===== src/rtl/branch_predict_pkg.sv =====
// Shared definitions for the 2-bit saturating branch counters.
// Used by branch_predict_table and by the per-branch predictor FSM.
//   counter_t                   2-bit counter state
//   counter_next(state, taken)  saturating update toward the resolved outcome
//   counter_predicts_taken(s)   prediction derived from a counter state
package branch_predict_pkg;

  typedef logic [1:0] counter_t;

  localparam counter_t StronglyTaken    = 2'd0;
  localparam counter_t WeaklyTaken      = 2'd1;
  localparam counter_t WeaklyNotTaken   = 2'd2;
  localparam counter_t StronglyNotTaken = 2'd3;

  // Taken moves toward 0, not-taken moves toward 3; both saturate.
  function automatic counter_t counter_next(input counter_t state, input logic taken);
    counter_t next_state;
    if (taken) begin
      next_state = (state == StronglyTaken) ? state : state - 2'd1;
    end else begin
      next_state = (state == StronglyNotTaken) ? state : state + 2'd1;
    end
    return next_state;
  endfunction

  function automatic logic counter_predicts_taken(input counter_t state);
    return (state == StronglyTaken) || (state == WeaklyTaken);
  endfunction

endpackage


===== src/rtl/branch_predict_table_if.sv =====
// Fetch/resolve bus between the front end and branch_predict_table.
//   master: fetch side, drives lookups and resolved outcomes
//   slave : predictor table, returns ready, predictions and status pulses
interface branch_predict_table_if #(
  parameter int unsigned PC_WIDTH    = 32,
  parameter int unsigned QUEUE_DEPTH = 4
);

  logic                               i_lookup_valid;
  logic [PC_WIDTH-1:0]                i_lookup_pc;
  logic                               o_lookup_ready;
  logic                               o_predict_valid;
  logic                               o_predict_taken;
  logic                               i_resolve_valid;
  logic                               i_branch_result;
  logic                               o_mispredict;
  logic                               o_resolve_error;
  logic [$clog2(QUEUE_DEPTH+1)-1:0]   o_inflight;

  modport master (
    output i_lookup_valid, i_lookup_pc, i_resolve_valid, i_branch_result,
    input  o_lookup_ready, o_predict_valid, o_predict_taken, o_mispredict,
           o_resolve_error, o_inflight
  );

  modport slave (
    input  i_lookup_valid, i_lookup_pc, i_resolve_valid, i_branch_result,
    output o_lookup_ready, o_predict_valid, o_predict_taken, o_mispredict,
           o_resolve_error, o_inflight
  );

endinterface


===== src/rtl/branch_inflight_fifo.sv =====
// Synchronous FIFO holding in-flight {index, predicted_taken} records.
//   i_clock/i_init  clock, synchronous active-high flush
//   i_push/i_data   write request (ignored when full)
//   i_pop           drop head (ignored when empty)
//   o_data          head entry
//   o_full/o_empty/o_count  occupancy status
module branch_inflight_fifo #(
  parameter int unsigned WIDTH = 5,
  parameter int unsigned DEPTH = 4
) (
  input  logic                         i_clock,
  input  logic                         i_init,
  input  logic                         i_push,
  input  logic                         i_pop,
  input  logic [WIDTH-1:0]             i_data,
  output logic [WIDTH-1:0]             o_data,
  output logic                         o_full,
  output logic                         o_empty,
  output logic [$clog2(DEPTH+1)-1:0]   o_count
);

  localparam int unsigned PtrW   = (DEPTH > 1) ? $clog2(DEPTH) : 1;
  localparam int unsigned CountW = $clog2(DEPTH + 1);
  localparam logic [PtrW-1:0] LastPtr = PtrW'(DEPTH - 1);

  logic [WIDTH-1:0]  r_mem [DEPTH];
  logic [PtrW-1:0]   r_wr_ptr;
  logic [PtrW-1:0]   r_rd_ptr;
  logic [CountW-1:0] r_count;
  logic              w_do_push;
  logic              w_do_pop;

  assign o_full    = (r_count == CountW'(DEPTH));
  assign o_empty   = (r_count == '0);
  assign o_count   = r_count;
  assign o_data    = r_mem[r_rd_ptr];
  assign w_do_push = i_push && !o_full;
  assign w_do_pop  = i_pop && !o_empty;

  always_ff @(posedge i_clock) begin
    if (i_init) begin
      r_wr_ptr <= '0;
      r_rd_ptr <= '0;
      r_count  <= '0;
    end else begin
      // Explicit wrap so DEPTH need not be a power of two.
      if (w_do_push) r_wr_ptr <= (r_wr_ptr == LastPtr) ? '0 : r_wr_ptr + PtrW'(1);
      if (w_do_pop)  r_rd_ptr <= (r_rd_ptr == LastPtr) ? '0 : r_rd_ptr + PtrW'(1);
      if (w_do_push && !w_do_pop)      r_count <= r_count + CountW'(1);
      else if (!w_do_push && w_do_pop) r_count <= r_count - CountW'(1);
    end
  end

  always_ff @(posedge i_clock) begin
    if (!i_init && w_do_push) r_mem[r_wr_ptr] <= i_data;
  end

endmodule


===== src/rtl/branch_predict_table.sv =====
// Table of 2-bit saturating branch counters with in-order tracking of
// in-flight predictions.
//   i_clock  clock
//   i_init   synchronous active-high reset; restarts the table-clearing sweep
//   io_bus   slave side of branch_predict_table_if (lookup, predict, resolve,
//            mispredict/resolve-error pulses, in-flight count)
module branch_predict_table
  import branch_predict_pkg::*;
#(
  parameter int unsigned INDEX_BITS  = 4,
  parameter int unsigned PC_WIDTH    = 32,
  parameter int unsigned QUEUE_DEPTH = 4
) (
  input  logic                   i_clock,
  input  logic                   i_init,
  branch_predict_table_if.slave  io_bus
);

  localparam int unsigned Entries = 2 ** INDEX_BITS;
  localparam int unsigned EntryW  = INDEX_BITS + 1;
  localparam int unsigned CountW  = $clog2(QUEUE_DEPTH + 1);
  localparam logic [INDEX_BITS-1:0] LastIdx = '1;

  localparam logic [0:0] StClear = 1'b0;
  localparam logic [0:0] StRun   = 1'b1;

  counter_t              r_table [Entries];
  logic [0:0]            r_state;
  logic [INDEX_BITS-1:0] r_sweep_ptr;
  logic                  r_predict_valid;
  logic                  r_predict_taken;
  logic                  r_mispredict;
  logic                  r_resolve_error;

  logic [INDEX_BITS-1:0] w_lookup_idx;
  logic                  w_lookup_ready;
  logic                  w_accept;
  logic                  w_pred_taken;
  logic                  w_pop;
  logic                  w_resolve_error;
  logic [EntryW-1:0]     w_head;
  logic [INDEX_BITS-1:0] w_head_idx;
  logic                  w_head_pred;
  logic                  w_full;
  logic                  w_empty;
  logic [CountW-1:0]     w_count;
  logic                  w_unused_pc;

  assign w_lookup_idx = io_bus.i_lookup_pc[INDEX_BITS+1:2];
  assign w_unused_pc  = ^{io_bus.i_lookup_pc[PC_WIDTH-1:INDEX_BITS+2],
                          io_bus.i_lookup_pc[1:0]};

  // Occupancy is registered, so a full queue stays blocked even with a same-cycle pop.
  assign w_lookup_ready  = (r_state == StRun) && !w_full;
  assign w_accept        = io_bus.i_lookup_valid && w_lookup_ready;
  assign w_pred_taken    = counter_predicts_taken(r_table[w_lookup_idx]);
  assign w_pop           = io_bus.i_resolve_valid && (r_state == StRun) && !w_empty;
  assign w_resolve_error = io_bus.i_resolve_valid && ((r_state == StClear) || w_empty);
  assign w_head_idx      = w_head[EntryW-1:1];
  assign w_head_pred     = w_head[0];

  branch_inflight_fifo #(
    .WIDTH (EntryW),
    .DEPTH (QUEUE_DEPTH)
  ) u_inflight_fifo (
    .i_clock (i_clock),
    .i_init  (i_init),
    .i_push  (w_accept),
    .i_pop   (w_pop),
    .i_data  ({w_lookup_idx, w_pred_taken}),
    .o_data  (w_head),
    .o_full  (w_full),
    .o_empty (w_empty),
    .o_count (w_count)
  );

  always_ff @(posedge i_clock) begin
    if (i_init) begin
      r_state         <= StClear;
      r_sweep_ptr     <= '0;
      r_predict_valid <= 1'b0;
      r_predict_taken <= 1'b0;
      r_mispredict    <= 1'b0;
      r_resolve_error <= 1'b0;
    end else begin
      if (r_state == StClear) begin
        r_sweep_ptr <= r_sweep_ptr + 1'b1;
        if (r_sweep_ptr == LastIdx) r_state <= StRun;
      end
      r_predict_valid <= w_accept;
      r_predict_taken <= w_accept && w_pred_taken;
      r_mispredict    <= w_pop && (w_head_pred != io_bus.i_branch_result);
      r_resolve_error <= w_resolve_error;
    end
  end

  // Update uses the live entry at the head index; lookups this cycle see the old value.
  always_ff @(posedge i_clock) begin
    if (!i_init) begin
      if (r_state == StClear) begin
        r_table[r_sweep_ptr] <= WeaklyTaken;
      end else if (w_pop) begin
        r_table[w_head_idx] <= counter_next(r_table[w_head_idx], io_bus.i_branch_result);
      end
    end
  end

  assign io_bus.o_lookup_ready  = w_lookup_ready;
  assign io_bus.o_predict_valid = r_predict_valid;
  assign io_bus.o_predict_taken = r_predict_taken;
  assign io_bus.o_mispredict    = r_mispredict;
  assign io_bus.o_resolve_error = r_resolve_error;
  assign io_bus.o_inflight      = w_count;

endmodule


===== src/flat_wrapper.sv =====
// flat-port wrapper written by rule: the top's interface ports become plain ports
module branch_predict_table_flat import branch_predict_pkg::*;
#(
  parameter int unsigned INDEX_BITS  = 4,
  parameter int unsigned PC_WIDTH    = 32,
  parameter int unsigned QUEUE_DEPTH = 4
)
  (i_clock, i_init, io_bus_i_lookup_valid, io_bus_i_lookup_pc, io_bus_i_resolve_valid, io_bus_i_branch_result, io_bus_o_lookup_ready, io_bus_o_predict_valid, io_bus_o_predict_taken, io_bus_o_mispredict, io_bus_o_resolve_error, io_bus_o_inflight);
  branch_predict_table_if #(.PC_WIDTH(PC_WIDTH), .QUEUE_DEPTH(QUEUE_DEPTH)) io_bus_i ();
  input  logic i_clock;
  input  logic i_init;
  input wire logic [$bits(io_bus_i.i_lookup_valid)-1:0] io_bus_i_lookup_valid;
  input wire logic [$bits(io_bus_i.i_lookup_pc)-1:0] io_bus_i_lookup_pc;
  input wire logic [$bits(io_bus_i.i_resolve_valid)-1:0] io_bus_i_resolve_valid;
  input wire logic [$bits(io_bus_i.i_branch_result)-1:0] io_bus_i_branch_result;
  output wire logic [$bits(io_bus_i.o_lookup_ready)-1:0] io_bus_o_lookup_ready;
  output wire logic [$bits(io_bus_i.o_predict_valid)-1:0] io_bus_o_predict_valid;
  output wire logic [$bits(io_bus_i.o_predict_taken)-1:0] io_bus_o_predict_taken;
  output wire logic [$bits(io_bus_i.o_mispredict)-1:0] io_bus_o_mispredict;
  output wire logic [$bits(io_bus_i.o_resolve_error)-1:0] io_bus_o_resolve_error;
  output wire logic [$bits(io_bus_i.o_inflight)-1:0] io_bus_o_inflight;
  assign io_bus_i.i_lookup_valid = io_bus_i_lookup_valid;
  assign io_bus_i.i_lookup_pc = io_bus_i_lookup_pc;
  assign io_bus_i.i_resolve_valid = io_bus_i_resolve_valid;
  assign io_bus_i.i_branch_result = io_bus_i_branch_result;
  assign io_bus_o_lookup_ready = io_bus_i.o_lookup_ready;
  assign io_bus_o_predict_valid = io_bus_i.o_predict_valid;
  assign io_bus_o_predict_taken = io_bus_i.o_predict_taken;
  assign io_bus_o_mispredict = io_bus_i.o_mispredict;
  assign io_bus_o_resolve_error = io_bus_i.o_resolve_error;
  assign io_bus_o_inflight = io_bus_i.o_inflight;
  branch_predict_table #(.INDEX_BITS(INDEX_BITS), .PC_WIDTH(PC_WIDTH), .QUEUE_DEPTH(QUEUE_DEPTH)) u_core (.i_clock(i_clock), .i_init(i_init), .io_bus(io_bus_i));
endmodule

===== config.mk =====
export PLATFORM = sky130hd
export DESIGN_NAME = branch_predict_table_flat
export DESIGN_NICKNAME = d
export VERILOG_FILES = /design/src/rtl/branch_predict_pkg.sv /design/src/rtl/branch_predict_table_if.sv /design/src/rtl/branch_inflight_fifo.sv /design/src/rtl/branch_predict_table.sv /design/src/flat_wrapper.sv
export SDC_FILE = /design/constraint.sdc
export NUM_CORES = 1
export LEC_CHECK = 0
export BUFFER_PORTS_ARGS = -buffer_cell sky130_fd_sc_hd__buf_2
export CAP_MARGIN = 5
export CORE_MARGIN = 2
export CORE_UTILIZATION = 45
export CTS_CLUSTER_DIAMETER = 150
export DETAILED_ROUTE_END_ITERATION = 10
export PLACE_DENSITY_LB_ADDON = 0.1
export SETUP_SLACK_MARGIN = 0.3
export SLEW_MARGIN = 15
export SYNTH_ARGS = -nofsm -noshare
export SYNTH_HDL_FRONTEND = slang
export SYNTH_HIERARCHICAL = 1
export SYNTH_SLANG_ARGS = --single-unit
export TNS_END_PERCENT = 5

===== constraint.sdc =====
create_clock -name i_clock -period 6.16 [get_ports i_clock]
set_input_delay 1.232 -clock i_clock [delete_from_list [all_inputs] [get_ports i_clock]]
set_output_delay 1.232 -clock i_clock [all_outputs]
set_load 0.005 [all_outputs]

======== Yosys cells after proc, flatten, opt, wreduce, memory -nomap -nowiden ========
Memory sizes are Yosys's and may differ from the RTL's. A register that Yosys moved wholly into a read port is not among the register bits.
Index checks and enable logic that the tools add are counted.
storage, ports and cells
  logic and storage cells ................. 76
  memory bits (writable) .................. 52
  input port bits ......................... 37
  output and inout bits ................... 8
  memories kept ........................... 2
  register bits after elaboration ......... 16
memory list
  name                          words  width  read ports  clocked after memory_dff  write ports  RTL line                    text
  u_core.r_table                16     2      2           0                         1            branch_predict_table.sv:27  counter_t r_table [Entries];
  u_core.u_inflight_fifo.r_mem  4      5      1           1                         1            branch_inflight_fifo.sv:26  logic [WIDTH-1:0] r_mem [DEPTH];
operators by class
  multiplexer cells ....................... 26
  bitwise gates (word level) .............. 1
  reduce and logical (&&, ||, !) cells .... 24
  equal/unequal tests ..................... 7
  $add $sub $neg .......................... 7
operators with widths
  kind                                                                   number
  2-bit 2-to-1 mux                                                       11
  1-bit logical AND                                                      12
  1-bit 2-to-1 mux                                                       12
  2-bit by 1-bit adder with 2-bit output, second input constant          3
  2-bit equality test, second input constant                             3
  3-bit 2-to-1 mux                                                       2
  1-bit zero test                                                        5
  4-bit by 1-bit adder with 4-bit output, second input constant          1
  4-bit equality test, second input constant                             1
  2-bit zero test                                                        2
  4-bit 2-to-1 mux                                                       1
  3-bit by 1-bit adder with 3-bit output, second input constant          1
  3-bit equality test, second input constant                             1
  3-bit zero test                                                        1
  3-bit by 1-bit subtractor with 3-bit output, second input constant     1
  2-bit by 1-bit equality test with 1-bit output, second input constant  1
  1-bit logical OR                                                       2
  2-bit nonzero test                                                     1
  2-bit OR reduction                                                     1
  2-bit by 1-bit subtractor with 2-bit output, second input constant     1
  1-bit inequality test                                                  1
  1-bit inverter                                                         1

======== Depth between registers and ports, before layout ========
Gate-level depths: netlist of run 1.
  depth after elaboration ................. 9
  mapped depth ............................ 13
  depth with buffers taken out ............ 13

======== Hierarchy ========
The synthesis of run 1 kept the hierarchy.
modules (own cells, without submodules)
  module                seq. area each (um^2)  cells each  area each (um^2)  instances
  branch_predict_table  1141.1                 143         1958.1            1
  branch_inflight_fifo  780.7                  76          1207.4            1

======== Worst setup path after synthesis of run 1 ========
No wires, ideal clock.
  path kind ............................... input to register
  from .................................... input port io_bus_i_resolve_valid
  to ...................................... register u_core.u_inflight_fifo.r_count[2], in the netlist u_core/u_inflight_fifo/o_count[2]
  stages .................................. 9
  setup time .............................. 71 ps
  arrival time ............................ 2839 ps
  required time ........................... 6089 ps
  path slack .............................. 3250 ps
  path buffers ............................ 0
  cells stage by stage .................... nor2b_1 and2_1 o31ai_2 ha_1 inv_1 fa_1 xor2_1 or3_1 a21oi_1
between the ends
  cells in the longest elaborated chain, start to end .. 6
  elaborated cells between the ends (all ways) .. 8
  classes of those cells .................. mux: 1; reduce/logical: 7
ends and longest elaborated chain
  item                                                    RTL line                    text
  from (decl)                                             flat_wrapper.sv:14          input wire logic [$bits(io_bus_i.i_resolve_valid)-1:0] io_bus_i_resolve_valid;
  1-bit logical AND (*) (2 in a row)                      branch_predict_table.sv:57  assign w_pop = io_bus.i_resolve_valid && (r_state == StRun) && !w_empty;
  net u_core.w_pop                                        branch_predict_table.sv:39  logic w_pop;
  1-bit logical AND (*)                                   branch_inflight_fifo.sv:38  assign w_do_pop = i_pop && !o_empty;
  1-bit zero test                                         branch_inflight_fifo.sv:49  if (w_do_push && !w_do_pop) r_count <= r_count + CountW'(1);
  1-bit logical AND                                       branch_inflight_fifo.sv:49
  3-bit 2-to-1 mux or 2-bit nonzero test (tied branches)  n/a
  to (signal assigned)                                    branch_inflight_fifo.sv:49
  to (signal assigned)                                    branch_inflight_fifo.sv:50  else if (!w_do_push && w_do_pop) r_count <= r_count - CountW'(1);
  to (decl)                                               branch_inflight_fifo.sv:29  logic [CountW-1:0] r_count;
Mark *: on every way through the listed nets, which the timed path passes. The rest lies on a longest branch.
A chain may end at the register's enable or synchronous reset.

==> results of run 1 <==
==> how the worst max path moves through the flow <==
stage | from | endpoint | slack (ps) | depth (start not counted)
after detailed placement | register | u_core/r_table[6][0] | 2920 | 6
after floorplan | io_bus_i_resolve_valid | u_core/u_inflight_fifo/o_count[2] | 3250 | 9
final | register | u_core/r_table[6][0] | 2960 | 6
after global placement | register | u_core/r_table[6][0] | 2920 | 6
after global routing | register | u_core/r_table[2][0] | 2740 | 6
after CTS | register | u_core/r_table[8][0] | 2890 | 6
==> cells by family (layout without fill, tap and decap cells) <==
logic type | after synthesis | after routing
mux | 23 | 23
buf+inv | 20 | 42
flops | 70 | 70
fa+ha+maj | 10 | 10
xor+xnor | 6 | 6
compound gates | 16 | 16
simple gates | 74 | 74
==> through the flow <==
step / std cells / hold WS, ps / total power, mW / setup WS [ps]
after floorplan: 219 / 463.4 / 0.5375 / 3250
after global routing: 337 / 534.0 / 0.9185 / 2741
after detailed placement: 323 / 491.6 / 0.5494 / 2921
after global placement: 323 / 488.3 / 0.5490 / 2925
after CTS: 337 / 504.4 / 0.8944 / 2888
final: 337 / 493.9 / 0.8812 / 2964
==> state kept, by name, summed over array words and instances, names as in the netlist, named ones only <==
signal,flops
u_core/u_inflight_fifo/r_wr_ptr,2
u_core/io_bus.o_resolve_error,1
u_core/r_sweep_ptr,4
u_core/r_state,1
u_core/io_bus.o_mispredict,1
u_core/r_table,32
u_core/io_bus.o_predict_taken,1
u_core/u_inflight_fifo/o_count,3
u_core/io_bus.o_predict_valid,1
u_core/u_inflight_fifo/r_rd_ptr,2
u_core/u_inflight_fifo/r_mem,20
==> metal layers <==
metal	vias up	share of wire (%)	global-route usage (%)
met1	841	45	21.23
li1	856	-	-
met5	-	0	0
met2	32	48	25.14
met3	9	5.6	6.692
met4	0	1.4	5.455
==> worst max-delay path, cell delays in order, from the launching register on <==
cell and delay (ps):
dfxtp_1 520, mux4_2 750, mux4_1 550, a22oi_1 200, nand3_1 140, maj3_1 360
nand2_1 410
==> cell type report <==
class / count / area [um^2] / area share [%]
multi-input combinational: 129 / 1145 / 32.82
tap: 96 / 120.1 / 3.443
timing repair buffer: 16 / 80.08 / 2.296
clock buffer: 9 / 123.9 / 3.551
inverter: 12 / 45.04 / 1.291
sequential: 70 / 1922 / 55.09
clock inverter: 5 / 52.55 / 1.506
==> cells in the final DEF (no fill, tap or decap), drive strengths merged, types with 3 or more instances in the layout <==
master,instances
and2,3
a31oi,6
a21oi,4
ha,7
dfxtp,18
edfxtp,52
nor2b,4
mux2i,4
inv,12
nand3,7
nor3b,7
buf,16
nor3,4
clkinv,3
nor2,29
nand2,11
clkbuf,9
xor2,5
mux4,18
==> power by group through the flow <==
stage | Clock, mW | Combinational, mW | Sequential [mW]
6_report | 0.342 | 0.0290 | 0.510
4_1_cts | 0.356 | 0.0294 | 0.510
2_1_floorplan | 0 | 0.0182 | 0.519
3_5_place_dp | 0 | 0.0293 | 0.520
5_1_grt | 0.376 | 0.0326 | 0.510
3_3_place_gp | 0 | 0.0291 | 0.520
==> summary.txt, run 1 <==
Drt
  • Vias: 1,738
  • Initial DRC count: between 70 and 80
  • Post-route ant nets: 0
  • First-pass iteration count of the detailed router: 4
  • Final WL: 5572 um
  • DRC: 0
  • Wire per inst: roughly 17 um
  • Vias per cell: between 5 and 6

Power and ir drop
  • Pwr/cell area: 252.6 mW/mm^2
  • Clock Power Share: 38.9%
  • Worst VDD drop: 0.1039 mV
  • Internal power: between 0.6 and 0.7 mW
  • Sequential share of power: 57.8%
  • P_leak: 1.273 nW
  • Combinational power share: 3.3%
  • Switch share: around a fifth
  • P_sw: 0.1832 mW

CTS
  • Clk_lat worst skew: 340 ps
  • Cts bufs inserted: 9
  • CTS resizes: 0
  • Clock Path Buffers: 2
  • Postcts setup bufs: 0
  • TritonCTS clock tree: yes
  • Hold buffers post-CTS: 0
  • Clock Sinks: 70
  • Reg clk slew, reported paths: 70 ps
  • CTS root buf: clkbuf_8
  • H-tree depth: 3

Synthesis
  • Area contributors post-synth: edfxtp_1 49%, dfxtp_1 11%, mux4_2 9.2%, mux4_1 4.2%, nor2_1 3.4%
  • Post-Syn Area: roughly 0.0032 mm^2
  • Gate Count Post-Synth: around 220
  • Simple-gate share of the synthesized area: 12.02%
  • Register area share after synthesis: 60.71%
  • Synth unique cells: between 40 and 50
  • Mux cell area share after synthesis: 15.02%
  • Count leader, synth: edfxtp_1
  • Post-synth top cells: 52 x edfxtp_1, 29 x nor2_1, 18 x dfxtp_1, 13 x mux4_2
  • Xor/xnor share of the synthesized area: 1.660%
  • Largest family of logic cells by synthesized area: multiplexers
  • Synth Flop Type: edfxtp_1
  • Adder and majority gate portion of the synthesized area: 4.071%
  • Post-Syn Area per Cell: 14.45 um^2
  • Synth Area in Compound Gates: 3.399%
  • Warnings from Yosys: 6
  • Count of flip-flops with a built-in enable after synthesis: 52
  • Cell taking the most area after synthesis: edfxtp_1
  • Seq cells post-synth: 70
  • Synth top area share: 49.33%
  • Synth async-reset ratio: 0%
  • Syn Nets: about 260

Run
  • Maxcap violations: 0

STA
  • Setup TNS: 0 ps
  • Final period util: between 50% and 60%
  • Worst-margin pin slew: 874.7 ps
  • Slew Limit Fails: 0
  • Final setup vio count: 0
  • Worst Clk Skew: 5.318 ps
  • Period minus WS final: 3196 ps
  • Unrepaired setup endpoints after global routing: no
  • Final hold violations: 0
  • Max transition margin: 41.56%
  • Achievable Freq: 0.3129 GHz

Critical path
  • Crit start category: register
  • Critical Path End Type: register
  • R2R cell count: 6
  • Max FO, Critical Path: 16
  • Worst path arrival time: roughly 3300 ps
  • Worst path required time: 6230 ps
  • RR Endpoint: u_core/r_table[6][0]
  • CP Class: reg2reg
  • Flop-to-flop setup slack: roughly 3000 ps

Worst hold path
  • Min-Delay Startpoint: u_core/u_inflight_fifo/r_rd_ptr[0]
  • Class of the worst hold path: reg2reg
  • Cell count of the worst hold path: 2
  • Hold EP: u_core/u_inflight_fifo/r_rd_ptr[0]

Place
  • RD Place Congestion: 0.7637
  • Placed Area: approximately 0.0033 mm^2
  • HPWL after detailed placement: 3971 um
  • PortBufs: 16

Final layout
  • # diodes: 0
  • Share of cells above drive strength 1: 21.99%
  • Design area: 0.003488 mm^2
  • Post-layout util: 51.34%
  • Fillers: 578
  • Area grow syn2layout: 10.20%
  • Nets: ~280

Global routing
  • GRT Residual Overflow: 0
  • Total track usage: 16.35%
  • Largest net degree at the start of global routing: 24
  • Vias in the first global route: 1,684
  • First-pass GRT wire length: 8956 um
  • Initial antenna violation count: 0

Floorplan
  • Die X: between 80 and 90 um
  • Die Ht: 87.87 um
  • Boundary Pins: 45
  • # rows: 30
  • Die ar.: just under 0.008 mm^2
  • Initial Util: 46.59%
  • Core area: about 0.0068 mm^2

Status
  • Outcome: finished, final reports clean
(Power assumes the default switching activity.)
==> run 2, diff against run 1 <==
==> constraint.sdc (replaced) <==
create_clock -name i_clock -period 2.6 [get_ports i_clock]
set_input_delay 0.52 -clock i_clock [delete_from_list [all_inputs] [get_ports i_clock]]
set_output_delay 0.52 -clock i_clock [all_outputs]
set_load 0.005 [all_outputs]
==> summary.txt, run 2 (synthesis results as in run 1) <==
Status
  • Outcome: finished with violations
  • Failing checks: setup timing

CTS
  • CTS root buf: clkbuf_8
  • Reg clk slew, reported paths: 80 ps (about the same)
  • Cts bufs inserted: 9 (unchanged)
  • TritonCTS clock tree: yes
  • H-tree depth: 3 (unchanged)
  • Clock Sinks: 70 (unchanged)
  • Clock Path Buffers: 2 (unchanged)
  • Clk_lat worst skew: 350 ps (about the same)

Final layout
  • Top Registers: u_core/r_table: 32 flops, u_core/u_inflight_fifo/r_mem: 20 flops, u_core/r_sweep_ptr: 4 flops
  • Fillers: 573 (-0.87%)
  • # diodes: 0 (unchanged)
  • Post-layout util: 55.16% (+3.8 points)
  • Commonest non-fill, non-tap cells in the layout: 52 x edfxtp_1, 28 x nor2_1, 16 x buf_2, 16 x mux4_2, 15 x dfxtp_1
  • Most common cell after layout, fill and taps aside: edfxtp_1
  • Area grow syn2layout: 18.38%
  • Design area: 0.003747 mm^2 (+7.4%)
  • Largest reg by FF count: u_core/r_table
  • Share of cells above drive strength 1: 36.02% (+14 points)
  • Max reg flops: 32 (unchanged)
  • Nets: 301 (+6.4%)

Critical path
  • Worst path arrival time: 2720 ps (-550 ps)
  • Crit start category: register
  • Flop-to-flop setup slack: -20 ps (-2990 ps)
  • Critical Path End Type: register
  • RR Endpoint: u_core/r_table[8][1]
  • CP Class: reg2reg
  • Max FO, Critical Path: 8 (-8)
  • R2R cell count: 7 (+1)
  • Worst path required time: 2690 ps (-3540 ps)

Global routing
  • Largest net degree at the start of global routing: 23 (-4.2%)
  • Initial antenna violation count: 0 (unchanged)
  • Total track usage: 17.17% (+0.82 points)
  • Vias in the first global route: 1,880 (+12%)
  • First-pass GRT wire length: 9563 um (+6.8%)
  • GRT Residual Overflow: 0 (unchanged)

STA
  • Final period util: 100.9% (+49 points)
  • Final hold violations: 0 (unchanged)
  • Worst-margin pin slew: 546.7 ps (-328.0 ps)
  • Setup ws final: -24.45 ps (-2989 ps)
  • Unrepaired setup endpoints after global routing: yes
  • Period minus WS final: 2624 ps (-571.1 ps)
  • Slew Limit Fails: 0 (unchanged)
  • Final setup vio count: 16 (+16)
  • Achievable Freq: 0.3810 GHz (+22%)
  • Worst Clk Skew: 11.72 ps (+6.406 ps)
  • Max transition margin: 63.39% (+22 points)

Run
  • Maxcap violations: 0 (unchanged)

Drt
  • First-pass iteration count of the detailed router: 4 (unchanged)
  • Post-route ant nets: 0 (unchanged)
  • DRC: 0 (unchanged)
  • Initial DRC count: 98 (+26%)
  • Vias per cell: 5.196 (+0.75%)
  • Final WL: 5977 um (+7.3%)
  • Wire per inst: 16.74 um (+1.3%)
  • Vias: 1,855 (+6.7%)

Floorplan
  • Die Ht: 87.87 um (unchanged)
  • Die ar.: 0.007721 mm^2 (unchanged)
  • Die X: 87.87 um (unchanged)
  • Boundary Pins: 45 (unchanged)
  • # rows: 30 (unchanged)
  • Core area: 0.006794 mm^2 (unchanged)
  • Initial Util: 46.59% (unchanged)

Power and ir drop
  • Worst VDD drop: 0.2904 mV (+180%)
  • P_leak: 1.386 nW (+8.9%)
  • Pwr/cell area: 571.5 mW/mm^2 (+130%)
  • Total power: 2.142 mW (+140%)

Worst hold path
  • Hold EP: u_core/u_inflight_fifo/r_mem[0][4]
  • Cell count of the worst hold path: 1 (-1)
  • Class of the worst hold path: in2reg
  • Min-Delay Startpoint: io_bus_i_lookup_pc[5]

Place
  • RD Place Congestion: 0.7434 (-2.7%)
  • HPWL after detailed placement: 4173 um (+5.1%)
  • Placed Area: 0.003452 mm^2 (+4.2%)
  • PortBufs: 16 (unchanged)
  • DP Worst Slack: -56.28 ps (-2977 ps)
[run 2: how the worst max path moves through the flow]
stage / from / endpoint / slack, ps / cells after the start
2_1_floorplan: register / u_core/r_table[0][1] / 100 / 8
3_3_place_gp: register / u_core/r_table[5][1] / -50 / 7
3_5_place_dp: register / u_core/r_table[5][1] / -60 / 7
4_1_cts: u_core/u_inflight_fifo/r_mem[3][1] / u_core/r_table[8][1] / -40 / 7
5_1_grt: u_core/u_inflight_fifo/r_mem[3][1] / u_core/r_table[8][1] / -90 / 7
6_report: register / u_core/r_table[8][1] / -20 / 7
[run 2: repair_timing]
item | 4_1_cts | 5_1_grt
setup endpoints to repair | 34 | 63
buffers inserted | 3 | 0
hold buffers | 0 | 0
gates resized for setup | 15 | 12
pin swaps | 3 | 3
cloned | 1 | 0
[run 2: final cells by class]
cell class              count  area [um^2]  area share [%]
multi-input cells         130         1211           32.32
flip-flops and latches     70         1931           51.52
inverters                  12        47.55           1.269
repair buffers             33        240.2           6.411
well taps                  96        120.1           3.205
clock inverters             7        73.82           1.970
clock buffers               9        123.9           3.306
[run 2: power by group]
group | switching, mW | internal [mW] | leakage (nW)
clock network | 0.416 | 0.445 | 0.0996
registers | 0.00806 | 1.20 | 0.648
logic | 0.0443 | 0.0315 | 0.639
total | 0.468 | 1.67 | 1.39
[run 2: worst max-delay path: stages, from the launching register on]
cell	delay, ps
dfxtp_2	350
mux4_2	640
buf_12	190
mux4_2	430
a22oi_2	140
nand3_1	100
maj3_2	340
and2_4	180
[run 2: metal layers]
layer,vias up,part of all wire (%),GRT usage (%)
met5,-,0,0
met4,0,1.6,9.371
met3,8,2.8,3.676
met2,26,48,26.58
met1,925,47,22.73
li1,896,-,-
[run 2: through the flow]
step | hold WS (ps) | setup TNS [ps] | cells
finish | 431.6 | -276.5 | 357
global route | 427.4 | -2215 | 357
CTS | 415.5 | -519.0 | 357
detailed placement | 488.8 | -1386 | 337
global placement | 486.4 | -1384 | 337
floorplan | 463.4 | 0 | 219
==> run 3, diff against run 2 <==
--- a/config.mk
+++ b/config.mk
@@ -5,6 +5,7 @@
 export SDC_FILE = /design/constraint.sdc
 export NUM_CORES = 1
 export LEC_CHECK = 0
+export ABC_AREA = 1
 export BUFFER_PORTS_ARGS = -buffer_cell sky130_fd_sc_hd__buf_2
 export CAP_MARGIN = 5
 export CORE_MARGIN = 2
==> summary.txt, run 3 <==
CTS
  • Clk_lat worst skew: 350 ps (about the same)
  • Reg clk slew, reported paths: 70 ps (about the same)
  • TritonCTS clock tree: yes
  • CTS root buf: clkbuf_8
  • Hold buffers post-CTS: 0 (unchanged)
  • Clock Path Buffers: 2 (unchanged)
  • H-tree depth: 3 (unchanged)
  • Cts bufs inserted: 9 (unchanged)
  • Clock Sinks: 70 (unchanged)

Place
  • PortBufs: 16 (unchanged)
  • HPWL after detailed placement: 4996 um (+20%)
  • RD Place Congestion: 0.8137 (+9.5%)
  • Placed Area: 0.003701 mm^2 (+7.2%)

Floorplan
  • Die ar.: 0.008222 mm^2 (+6.5%)
  • Initial Util: 46.61% (about the same)
  • Die Ht: 90.68 um (+3.2%)
  • Core area: 0.007253 mm^2 (+6.8%)
  • # rows: 31 (+3.3%)
  • Boundary Pins: 45 (unchanged)
  • Die X: 90.68 um (+3.2%)

Drt
  • Vias: 2,540 (+37%)
  • Wire per inst: 14.21 um (-15%)
  • Post-route ant nets: 0 (unchanged)
  • DRC: 0 (unchanged)
  • Final WL: 7292 um (+22%)
  • Initial DRC count: 127 (+30%)
  • First-pass iteration count of the detailed router: 5 (+1)
  • Vias per cell: 4.951 (-4.7%)

Global routing
  • Initial antenna violation count: 0 (unchanged)
  • Vias in the first global route: 2,356 (+25%)
  • Largest net degree at the start of global routing: 21 (-8.7%)
  • First-pass GRT wire length: 11,700 um (+22%)
  • Total track usage: 18.58% (+1.4 points)
  • GRT Residual Overflow: 0 (unchanged)

Final layout
  • Largest reg by FF count: u_core/r_table
  • Share of cells above drive strength 1: 24.88% (-11 points)
  • # diodes: 0 (unchanged)
  • Design area: 0.004034 mm^2 (+7.6%)
  • Max reg flops: 32 (unchanged)
  • Top Registers: u_core/r_table: 32 flops, u_core/u_inflight_fifo/r_mem: 20 flops, u_core/r_sweep_ptr: 4 flops
  • Most common cell after layout, fill and taps aside: nand2_1
  • Commonest non-fill, non-tap cells in the layout: 67 x nand2_1, 52 x edfxtp_1, 47 x nor2_1
  • Nets: 455 (+51%)
  • Area grow syn2layout: 19.32%

Synthesis
  • Cell taking the most area after synthesis: edfxtp_1
  • Synth top area share: 46.19% (-3.1 points)
  • Synth Flop Type: edfxtp_1
  • Gate Count Post-Synth: 364 (+66%)
  • Count of flip-flops with a built-in enable after synthesis: 52 (unchanged)
  • Post-Syn Area: 0.003381 mm^2 (+6.8%)
  • Count leader, synth: nand2_1
  • Post-synth top cells: 67 x nand2_1, 52 x edfxtp_1, 50 x nor2_1, 48 x inv_1, 30 x nand3_1
  • Syn Nets: 409 (+55%)
  • Synth async-reset ratio: 0% (unchanged)
  • Seq cells post-synth: 70 (unchanged)
  • Synth unique cells: 30 (-27%)
  • Register area share after synthesis: 56.85% (-3.9 points)
  • Area contributors post-synth: edfxtp_1 46%, dfxtp_1 11%, nand2_1 7.4%, nor2_1 5.6%, inv_1 5.3%
  • Post-Syn Area per Cell: 9.288 um^2 (-36%)
  • Warnings from Yosys: 6 (unchanged)

Critical path
  • RR Endpoint: u_core/r_table[4][1]
  • Max FO, Critical Path: 9 (+1)
  • CP most frequent cell: nand2_2
  • Worst path arrival time: 2270 ps (-450 ps)
  • Worst path required time: 2630 ps (-60 ps)
  • CP max stage delay: 360 ps (-280 ps)
  • CP Class: reg2reg
  • R2R cell count: 12 (+5)
  • Crit start category: register
  • Critical R2R Launch: u_core/u_inflight_fifo/o_count[1]
  • Flop-to-flop setup slack: 360 ps (+380 ps)
  • Crit path max-delay cell type: dfxtp_4
  • Critical Path End Type: register
  • Worst path cell trace: nor2_2 -> nand2_2 -> inv_1 -> nor2_4 -> nand2_2 -> inv_2 -> nand2_2 -> buf_4 -> nand2_2 -> o21ai_2 -> nand3_1 -> nor2_1

STA
  • Unrepaired setup endpoints after global routing: yes
  • Tightest hold margin: 423.6 ps (-8.011 ps)
  • Final setup vio count: 0 (-16)
  • Achievable Freq: 0.4457 GHz (+17%)
  • Worst-margin pin slew: 563.9 ps (+17.19 ps)
  • Slew Limit Fails: 0 (unchanged)
  • Period minus WS final: 2244 ps (-380.8 ps)
  • Worst Clk Skew: 6.452 ps (-5.271 ps)
  • Final hold violations: 0 (unchanged)
  • Final period util: 86.29% (-15 points)
  • Max transition margin: 62.41% (-0.98 points)

Run
  • Maxcap violations: 0 (unchanged)

Worst hold path
  • Class of the worst hold path: in2reg
  • Cell count of the worst hold path: 2 (+1)
  • Min-Delay Startpoint: i_init
  • Hold EP: u_core/u_inflight_fifo/o_count[0]

Status
  • Outcome: finished, final reports clean

Power and ir drop
  • P_leak: 1.702 nW (+23%)
  • Pwr/cell area: 562.5 mW/mm^2 (-1.6%)
  • Worst VDD drop: 0.3331 mV (+15%)
[run 3: per-stage QoR]
| stage | total power, mW | setup WS (ps) | setup TNS, ps | utilization (%) | std cells |
|---|---|---|---|---|---|
| 6_report | 2.269 | 356.3 | 0 | 55.62 | 513 |
| 5_1_grt | 2.344 | 253.4 | 0 | 55.62 | 513 |
| 4_1_cts | 2.290 | 253.8 | 0 | 54.49 | 508 |
| 3_5_place_dp | 1.316 | -382.8 | -6114 | 51.03 | 492 |
| 3_3_place_gp | 1.315 | -349.3 | -5578 | 51.03 | 492 |
| 2_1_floorplan | 1.286 | 348.7 | 0 | - | 364 |
[run 3: worst max-delay path by stage]
stage                                              endpoint  slack (ps)                               from
after CTS                 u_core/u_inflight_fifo/o_count[2]         250  u_core/u_inflight_fifo/o_count[1]
after detailed placement               u_core/r_table[8][1]        -380                           register
after global routing                   u_core/r_table[3][0]         250  u_core/u_inflight_fifo/o_count[1]
after global placement                 u_core/r_table[8][1]        -350                           register
final                                  u_core/r_table[4][1]         360  u_core/u_inflight_fifo/o_count[1]
after floorplan                        u_core/r_table[0][1]         350                           register
[run 3: critical path: cells and delay by family, from the launching register on]
family,cells,cell delay (ps)
AO/OA/AOI/OAI,1,80
buffers and inverters,3,400
flip-flops,1,360
AND/OR/NAND/NOR,8,1080
[run 3: cell families after synthesis]
logic type	share of synthesized area (%)
AOI/OAI and AO/OA	8.697
buffers and inverters	7.920
and+or+nand+nor	22.83
xor gates and xnor gates	0.5182
DFF	56.85
adders and majority gates	3.183
[run 3: what timing repair did]
| action | CTS | global route |
|---|---|---|
| gates cloned | 0 | 1 |
| pin swaps | 1 | 2 |
| gates resized for setup | 5 | 22 |
| setup buffers | 1 | 4 |
| setup endpoints to repair | 34 | 58 |
[run 3: report_power, final]
part / internal, mW / total [mW] / switching [mW] / leakage, nW
Clock: 0.584 / 0.980 / 0.396 / 0.115
Combinational: 0.0263 / 0.0868 / 0.0605 / 0.978
Sequential: 1.20 / 1.20 / 0.00559 / 0.609
[run 3: final cells by class]
type | count | area, um^2
repair buffers | 44 | 319.1
clock inverters | 4 | 70.07
multi-input cells | 230 | 1226
flip-flops and latches | 70 | 1934
well taps | 99 | 123.9
inverters | 55 | 209.0
clock buffers | 11 | 151.4
fillers | 692 | 3219
[run 3: per-layer routing]
layer	GRT usage, %	share of wire [%]	vias to the layer above
met3	4.925	4.4	12
met5	0	0	-
met4	7.051	2.2	0
met1	25.74	48	1186
met2	27.99	45	55
li1	-	-	1287
